`config.mk`:
```
export PLATFORM = sky130hd
export DESIGN_NAME = reaction_timer_ctrl
export DESIGN_NICKNAME = d
export VERILOG_FILES = /design/src/rtl/reaction_timer_ctrl_pkg.sv /design/src/rtl/reaction_timer_ctrl_key_press_det.sv /design/src/rtl/reaction_timer_ctrl.sv
export SDC_FILE = /design/constraint.sdc
export NUM_CORES = 1
export LEC_CHECK = 0
export ABC_AREA = 1
export CAP_MARGIN = 20
export CORE_MARGIN = 5
export CORE_UTILIZATION = 40
export DETAILED_ROUTE_END_ITERATION = 7
export HOLD_SLACK_MARGIN = 0.05
export PLACE_DENSITY_LB_ADDON = 0.12
export SLEW_MARGIN = 20
export SYNTH_ARGS = -nofsm -noshare
export SYNTH_HDL_FRONTEND = slang
export SYNTH_HIERARCHICAL = 1
export SYNTH_SLANG_ARGS = --single-unit
```
`constraint.sdc`:
```
create_clock -name CLOCK_50 -period 2.65 [get_ports CLOCK_50]
set_input_delay 0.795 -clock CLOCK_50 [delete_from_list [all_inputs] [get_ports CLOCK_50]]
set_output_delay 0.795 -clock CLOCK_50 [all_outputs]
set_load 0.05 [all_outputs]
```
`src/rtl/reaction_timer_ctrl_pkg.sv`:
```
// rtl/reaction_timer_ctrl_pkg.sv - shared state encodings and defaults for the reaction timer
package reaction_timer_ctrl_pkg;

   localparam int CNT_W_DEF      = 15;
   localparam int MAX_MS_DEF     = 9999;
   localparam int RND_DELAY_BITS = 12;

   // Sequencer state encodings, fixed so a logic analyser trace stays readable
   localparam logic [2:0] ST_IDLE        = 3'd0;
   localparam logic [2:0] ST_WAIT_RND    = 3'd1;
   localparam logic [2:0] ST_DELAY       = 3'd2;
   localparam logic [2:0] ST_GO          = 3'd3;
   localparam logic [2:0] ST_RESULT      = 3'd4;
   localparam logic [2:0] ST_FALSE_START = 3'd5;

endpackage

```
`src/rtl/reaction_timer_ctrl_key_press_det.sv`:
```
// rtl/reaction_timer_ctrl_key_press_det.sv - one-bit falling-edge detector for an active-low key
module key_press_det (
   input  logic i_clk,
   input  logic i_resetn,
   input  logic i_key,
   output logic o_press
);

   logic r_prev;

   // Remember last cycle's key level; reset to released so no spurious press
   always_ff @(posedge i_clk) begin
      if (!i_resetn) begin
         r_prev <= 1'b1;
      end else begin
         r_prev <= i_key;
      end
   end

   // A press is the cycle where the key is low but was high one cycle earlier
   assign o_press = r_prev & ~i_key;

endmodule

```
`src/rtl/reaction_timer_ctrl.sv`:
```
// rtl/reaction_timer_ctrl.sv - sequencing FSM for the reaction-timer datapath
module reaction_timer_ctrl
   import reaction_timer_ctrl_pkg::*;
#(
   parameter int MIN_DELAY_MS = 1000,
   parameter int MAX_MS       = MAX_MS_DEF,
   parameter int CNT_W        = CNT_W_DEF
) (
   input  logic             CLOCK_50,
   input  logic             KEY0,
   input  logic             ms_tick,
   input  logic             start_n,
   input  logic             react_n,
   input  logic [CNT_W-1:0] rnd_value,
   input  logic             rnd_ready,
   output logic             rnd_req,
   output logic             led_go,
   output logic [CNT_W-1:0] disp_val,
   output logic [CNT_W-1:0] best_val,
   output logic             false_start,
   output logic             timeout
);

   localparam logic [CNT_W-1:0] LP_MIN    = CNT_W'(MIN_DELAY_MS);
   localparam logic [CNT_W-1:0] LP_MAX    = CNT_W'(MAX_MS);
   localparam logic [CNT_W-1:0] LP_MAX_M1 = CNT_W'(MAX_MS - 1);
   localparam logic [CNT_W-1:0] LP_ONE    = CNT_W'(1);

   logic [2:0]       r_state;
   logic [CNT_W-1:0] r_dly_cnt;
   logic [CNT_W-1:0] r_rx_cnt;
   logic [CNT_W-1:0] r_disp;
   logic [CNT_W-1:0] r_best;
   logic             r_rnd_req;
   logic             r_led_go;
   logic             r_false_start;
   logic             r_timeout;

   logic             w_start_press;
   logic             w_react_press;
   logic [CNT_W-1:0] w_rnd_delay;
   logic             w_unused_rnd;

   key_press_det u_start_det (
      .i_clk    (CLOCK_50),
      .i_resetn (KEY0),
      .i_key    (start_n),
      .o_press  (w_start_press)
   );

   key_press_det u_react_det (
      .i_clk    (CLOCK_50),
      .i_resetn (KEY0),
      .i_key    (react_n),
      .o_press  (w_react_press)
   );

   // Only the low bits of the random word set the variable part of the delay
   assign w_rnd_delay  = LP_MIN + {{(CNT_W - RND_DELAY_BITS){1'b0}}, rnd_value[RND_DELAY_BITS-1:0]};
   assign w_unused_rnd = ^rnd_value[CNT_W-1:RND_DELAY_BITS];

   // Round sequencer: request random, delay, light GO, time the reaction
   always_ff @(posedge CLOCK_50) begin
      if (!KEY0) begin
         r_state       <= ST_IDLE;
         r_dly_cnt     <= '0;
         r_rx_cnt      <= '0;
         r_disp        <= '0;
         r_best        <= LP_MAX;
         r_rnd_req     <= 1'b0;
         r_led_go      <= 1'b0;
         r_false_start <= 1'b0;
         r_timeout     <= 1'b0;
      end else begin
         r_rnd_req <= 1'b0;
         case (r_state)
            ST_IDLE: begin
               if (w_start_press) begin
                  r_state   <= ST_WAIT_RND;
                  r_rnd_req <= 1'b1;
                  r_disp    <= '0;
               end
            end
            ST_WAIT_RND: begin
               if (rnd_ready) begin
                  r_dly_cnt <= w_rnd_delay;
                  r_state   <= ST_DELAY;
               end
            end
            ST_DELAY: begin
               // An early press beats a same-cycle tick
               if (w_react_press) begin
                  r_state       <= ST_FALSE_START;
                  r_false_start <= 1'b1;
                  r_led_go      <= 1'b0;
               end else if (ms_tick) begin
                  if (r_dly_cnt == LP_ONE) begin
                     r_state  <= ST_GO;
                     r_led_go <= 1'b1;
                     r_rx_cnt <= '0;
                  end else begin
                     r_dly_cnt <= r_dly_cnt - LP_ONE;
                  end
               end
            end
            ST_GO: begin
               // Capture the count as it stood before any same-cycle tick
               if (w_react_press) begin
                  r_state  <= ST_RESULT;
                  r_disp   <= r_rx_cnt;
                  r_led_go <= 1'b0;
                  if (r_rx_cnt < r_best) begin
                     r_best <= r_rx_cnt;
                  end
               end else if (ms_tick) begin
                  if (r_rx_cnt == LP_MAX_M1) begin
                     r_state   <= ST_RESULT;
                     r_disp    <= LP_MAX;
                     r_timeout <= 1'b1;
                     r_led_go  <= 1'b0;
                  end else begin
                     r_rx_cnt <= r_rx_cnt + LP_ONE;
                  end
               end
            end
            ST_RESULT, ST_FALSE_START: begin
               if (w_start_press) begin
                  r_state       <= ST_WAIT_RND;
                  r_rnd_req     <= 1'b1;
                  r_disp        <= '0;
                  r_false_start <= 1'b0;
                  r_timeout     <= 1'b0;
               end
            end
            default: begin
               r_state <= ST_IDLE;
            end
         endcase
      end
   end

   assign rnd_req     = r_rnd_req;
   assign led_go      = r_led_go;
   assign disp_val    = r_disp;
   assign best_val    = r_best;
   assign false_start = r_false_start;
   assign timeout     = r_timeout;

endmodule

```
==> run_results.csv, run 1 <==
group,metric,value,unit
place,gp_congestion,0.871,
sta,skew,0.0129,ns
worst_setup_path,cp.required,1.86,ns
worst_setup_path,setup.worst_path.start_class,"flip-flop",
clock_network,cts_htree_levels,3,
logic_synthesis,ys_seq_area_share,31.8,%
cells_and_area,nets,801,
cells_and_area,antennaDiodeCount,0,
place,placed_cell_area,0.00507,mm2
drt,dr.pass1.iters,5,
place,place.detailed.hpwl,8880,um
sta,rsz0062_at_grt,"false",
logic_synthesis,syn-num-nets,740,
place,pre_cts_slack,-0.0356,ns
cells_and_area,regArea,0.00138,mm2
clock_network,post_cts_buffers,0,
clock_network,cts-root-buf,"clkbuf_8",
drt,viasPerCell,5.05,
floorplanning,die_area,0.0130,mm2
worst_hold_path,hp-class,"reg2reg",
global_route,grt_max_degree,25,
worst_setup_path,arrival,1.55,ns
global_route,first_global_vias,4433,
pwr,irDropWorstVdd,0.341,mV
drt,drc,0,
worst_setup_path,cp_slowest_cell,"clkdlybuf4s50_1",
logic_synthesis,synthXorXnorAreaFrac,0.404,%
clock_network,clk_pin_slew_worst_paths,0.07,ns
global_route,antenna_found_initial,0,
sta,setup_ws,0.309,ns
floorplanning,die_y,114,um
floorplanning,initial_core_util,40.4,%
cells_and_area,multiInputGateArea,0.00252,mm2
worst_setup_path,cp.buffers_inverters,1,
place,port_buffers,51,
sta,max_clock_freq,427,MHz
logic_synthesis,synth_area_leaders,"dfxtp_1 32%, nand2_1 15%, nor2_1 10%",
sta,period_needed,2.34,ns
clock_network,cts_made_buffers,9,
logic_synthesis,synth_compound_area_share,11.5,%
logic_synthesis,yosysWarnings,6,
logic_synthesis,yosys.area.top_type,"dfxtp_1",
clock_network,post_cts_resized,0,
cells_and_area,mostFrequentLayoutCells,"173 x nand2_1, 121 x nor2_1, 78 x inv_1",
sta,tns,0,ns
worst_setup_path,worstSetupPathType,"reg2out",
drt,antenna_left,0,
pwr,power_density,845,mW/mm2
cells_and_area,instances_no_fill,906,
run_status,status,"completed",
worst_setup_path,path_delay_family,"buffers and inverters",
global_route,grt_util_all_layers,19.2,%
sta,holdWs,0.456,ns
cells_and_area,stdcell_area,0.00531,mm2
cells_and_area,drive_gt1_share,7.83,%
clock_network,clock_path_buffers,2,
clock_network,clock-sinks,69,
logic_synthesis,netlist_area,0.00434,mm2
floorplanning,fp-row-count,38,
floorplanning,fp.dieW,114,um
logic_synthesis,synthCells,700,
logic_synthesis,netlist.area_leader.share,31.8,%
sta,worst_pin_slew,0.841,ns
drt,wl_per_cell,13.2,um
sta,final.period_utilization,88.4,%
logic_synthesis,ys_seq_elements,69,
logic_synthesis,synth_top_family_by_area,"simple AND/OR/NAND/NOR gates",
drt,drt-initial-drc-count,272,
pwr,power.leakage,2.41,nW
clock_network,clk_latency,0.35,ns
clock_network,cts_tree,"built",
worst_setup_path,cp_max_fo,3,
logic_synthesis,synth_mux_area_share,0,%
worst_setup_path,cp-end-kind,"output port",
drt,wl,11900,um
logic_synthesis,synthAdderAreaFrac,5.48,%
job,max_cap_violations,0,
drt,vias,4578,
logic_synthesis,synth-simple-area-share,40.7,%
cells_and_area,final_common_cell,"nand2_1",
floorplanning,coreArea,0.0107,mm2
global_route,grt_first_pass_wirelength,20400,um
worst_setup_path,crit_path_max_incr_delay,0.82,ns
clock_network,postCtsHoldBufs,0,
sta,hold_violations,0,
sta,setup_viol_count_final,0,
cells_and_area,synthToLayoutAreaGrowth,22.5,%
sta,slew_headroom,43.9,%
worst_setup_path,crit_path_cell_trace,"clkdlybuf4s50_1",
global_route,grt-ovfl-total,0,
floorplanning,ioPinCount,55,
place,dpl.cell_count,890,
logic_synthesis,synth_cell_types,36,
cells_and_area,fillCellCount,1141,
sta,slew_viol_final,0,
logic_synthesis,synth_area_per_cell,6.20,um2
report_power, final:
| part | total, W | switching, W | internal, W |
|---|---|---|---|
| Sequential | 0.00134 | 0.000140 | 0.00120 |
| Clock | 0.00103 | 0.000413 | 0.000622 |
| Combinational | 0.00212 | 0.00143 | 0.000689 |
| Total | 0.00449 | 0.00198 | 0.00251 |
cells in the mapped netlist:
cell / n
nand2_2: 5
inv_1: 78
nor2_4: 3
and2_1: 1
o211ai_1: 1
ha_1: 19
nand2_4: 1
nand3_2: 1
nor2_2: 1
nor2_8: 2
xnor2_1: 1
nand4_1: 16
a22oi_1: 1
a21oi_1: 51
nand2_1: 173
o21bai_1: 1
buf_6: 2
dfxtp_1: 69
xor2_1: 1
nor3b_1: 1
inv_2: 8
o21ai_1: 11
o21a_1: 1
buf_4: 1
nand3b_1: 1
a31oi_1: 3
nand3_4: 1
nor2_1: 121
buf_1: 1
buf_2: 7
nand3_1: 72
clkbuf_1: 12
o21ai_0: 25
a21boi_1: 1
o31ai_1: 1
nor3_1: 6
sequential cells by signal (all words and copies together), names as in the netlist:
signal and flops:
best_val 15, disp_val 15, r_dly_cnt 15, r_rx_cnt 15
r_state 3, false_start 1, led_go 1, rnd_req 1
timeout 1, u_react_det/r_prev 1, u_start_det/r_prev 1
final cells by class:
cell class                      instances  share of cell area [%]
Multi-Input combinational cell        522                    47.4
Sequential cell                        69                    26.0
Timing Repair Buffer                   73                    12.7
Inverter                               86                    6.08
Tap cell                              140                    3.30
Clock buffer                            9                    2.33
Clock inverter                          7                    2.14
per-layer routing:
layer	vias up	global-route usage [%]	routed length, um
met4	0	5.78	202
met1	2097	23.4	5400
met5	-	0	0
met3	18	4.97	553
met2	95	33.0	5760
li1	2368	-	-
per-stage QoR:
stage / utilization [%] / power, W
final: 49.4 / 0.00449
after global routing: 49.4 / 0.00487
after CTS: 49.4 / 0.00453
after detailed placement: 47.2 / 0.00348
after global placement: 47.2 / 0.00346
after floorplan: - / 0.00293
worst paths after layout:
kind	slack, ns	endpoint	cells after the start	from
setup / recovery	0.31	best_val[14]	1	best_val[14]
hold / removal	0.46	false_start	2	false_start
setup reg to reg	0.67	best_val[8]	10	best_val[2]
hold reg to reg	0.46	false_start	2	false_start
kinds of logic (layout without fill, tap and decap cells):
family | count (synthesis) | count (layout)
AND/OR/NAND/NOR | 405 | 405
buffers and inverters | 109 | 175
AO/OA/AOI/OAI | 96 | 96
flip-flops | 69 | 69
adder cells (fa/ha/maj) | 19 | 19
XOR/XNOR | 2 | 2
Note: power is estimated with default switching activity, not from simulation.
==> run 2: changes to the inputs <==
CTS_BUF_LIST = sky130_fd_sc_hd__clkbuf_16   (was default)
SLEW_MARGIN = default   (was 20)
==> run 2 against run 1 <==
Final cell count stayed put. Sequential share of layout area is 0.49 points lower. Cell area rose by 1.9%. Count of clock-buffer cells in the layout stayed put. Global-route usage is 0.30 points higher. First-iteration DRC count rose by 8.1%. Die area unchanged.
==> run_results.csv, run 2 (synthesis gave the netlist of run 1 again) <==
group,metric,value,unit
clock_network,clock_path_buffers,2,
floorplanning,initial_core_util,40.4,%
pwr,irDropWorstVdd,0.342,mV
worst_hold_path,hp-class,"reg2reg",
sta,setup_viol_count_final,0,
sta,worst_pin_slew,0.813,ns
cells_and_area,mostFrequentLayoutCells,"173 x nand2_1, 121 x nor2_1, 78 x inv_1",
drt,viasPerCell,5.05,
clock_network,post_cts_resized,0,
cells_and_area,drive_gt1_share,7.83,%
clock_network,cts_made_buffers,9,
floorplanning,ioPinCount,55,
sta,slew_headroom,45.7,%
sta,final.period_utilization,87.6,%
drt,antenna_left,0,
sta,period_needed,2.32,ns
floorplanning,fp.dieW,114,um
cells_and_area,nets,801,
global_route,grt_util_all_layers,19.5,%
worst_setup_path,cp.buffers_inverters,1,
clock_network,post_cts_buffers,0,
drt,vias,4578,
worst_setup_path,cp_slowest_cell,"clkdlybuf4s50_1",
job,max_cap_violations,0,
worst_setup_path,crit_path_cell_trace,"clkdlybuf4s50_1",
sta,skew,0.00777,ns
drt,wl,12000,um
run_status,status,"completed",
global_route,grt_max_degree,25,
worst_setup_path,cp_max_fo,3,
drt,wl_per_cell,13.2,um
clock_network,cts_htree_levels,3,
clock_network,clk_latency,0.33,ns
cells_and_area,utilization,50.4,%
worst_setup_path,arrival,1.53,ns
worst_hold_path,hold_depth,2,
pwr,power.leakage,2.46,nW
worst_setup_path,path_delay_family,"buffers and inverters",
sta,holdWs,0.454,ns
sta,hold_violations,0,
clock_network,clock-sinks,69,
worst_setup_path,crit_path_max_incr_delay,0.82,ns
cells_and_area,final_common_cell,"nand2_1",
global_route,first_global_vias,4464,
cells_and_area,antennaDiodeCount,0,
worst_setup_path,worstRegToRegCells,10,
place,gp_congestion,0.871,
clock_network,cts-root-buf,"clkbuf_16",
floorplanning,coreArea,0.0107,mm2
drt,drt-initial-drc-count,294,
floorplanning,die_y,114,um
pwr,power_density,892,mW/mm2
cells_and_area,synthToLayoutAreaGrowth,24.8,%
global_route,grt_first_pass_wirelength,20500,um
floorplanning,die_area,0.0130,mm2
floorplanning,fp-row-count,38,
worst_setup_path,setup.worst_path.start_class,"flip-flop",
worst_setup_path,cp-end-kind,"output port",
worst_setup_path,cp.depth,1,
worst_setup_path,cp.required,1.86,ns
global_route,antenna_found_initial,0,
clock_network,clk_pin_slew_worst_paths,0.06,ns
cells_and_area,stdcell_area,0.00541,mm2
sta,rsz0062_at_grt,"false",
sta,slew_viol_final,0,
drt,drc,0,
place,place.detailed.hpwl,8880,um
place,placed_cell_area,0.00507,mm2
drt,dr.pass1.iters,5,
clock_network,cts_tree,"built",
pwr,p_total,0.00483,W
worst_setup_path,worstSetupPathType,"reg2out",
sta,max_clock_freq,431,MHz
clock_network,postCtsHoldBufs,0,
place,port_buffers,51,
global_route,grt-ovfl-total,0,
-- run 2: cell types whose count changed in the layout (fill, tap and decap cells not counted) --
cell,previous run,this run
clkbuf_8,9,0
clkbuf_16,0,9
-- run 2: metrics by stage --
stage          TNS (ns)  std cells  worst slack (ns)
3_5_place_dp    -0.0982        890           -0.0356
5_1_grt               0        906             0.134
4_1_cts               0        906             0.299
2_1_floorplan         0        700             0.596
3_3_place_gp          0        890            0.0661
6_report              0        906             0.328
-- run 2: per-layer routing --
layer / wire length, um / share of wire, % / track usage (%)
met3: 626 / 5.2 / 4.44
met5: 0 / 0 / 0
met1: 5320 / 44 / 23.6
met2: 5940 / 50 / 33.1
met4: 102 / 0.85 / 7.92
-- run 2: area by class of cell --
cell class	instances	area, um2
fill	1131	5330
multi-input combinational	522	2520
sequential	69	1380
timing repair buffer	73	676
inverter	86	323
clock buffer	9	225
tap	140	175
clock inverter	7	114
-- run 2: final timing paths --
check | endpoint | slack, ns | from
hold / removal | false_start | 0.45 | false_start
setup / recovery | best_val[14] | 0.33 | best_val[14]
setup reg to reg | best_val[8] | 0.67 | best_val[2]
hold reg to reg | false_start | 0.45 | false_start
-- run 2: where the power goes --
group	total (W)	switching (W)	internal, W
logic	0.00212	0.00143	0.000689
clock network	0.00137	0.000456	0.000915
registers	0.00134	0.000140	0.00120
total	0.00483	0.00203	0.00280
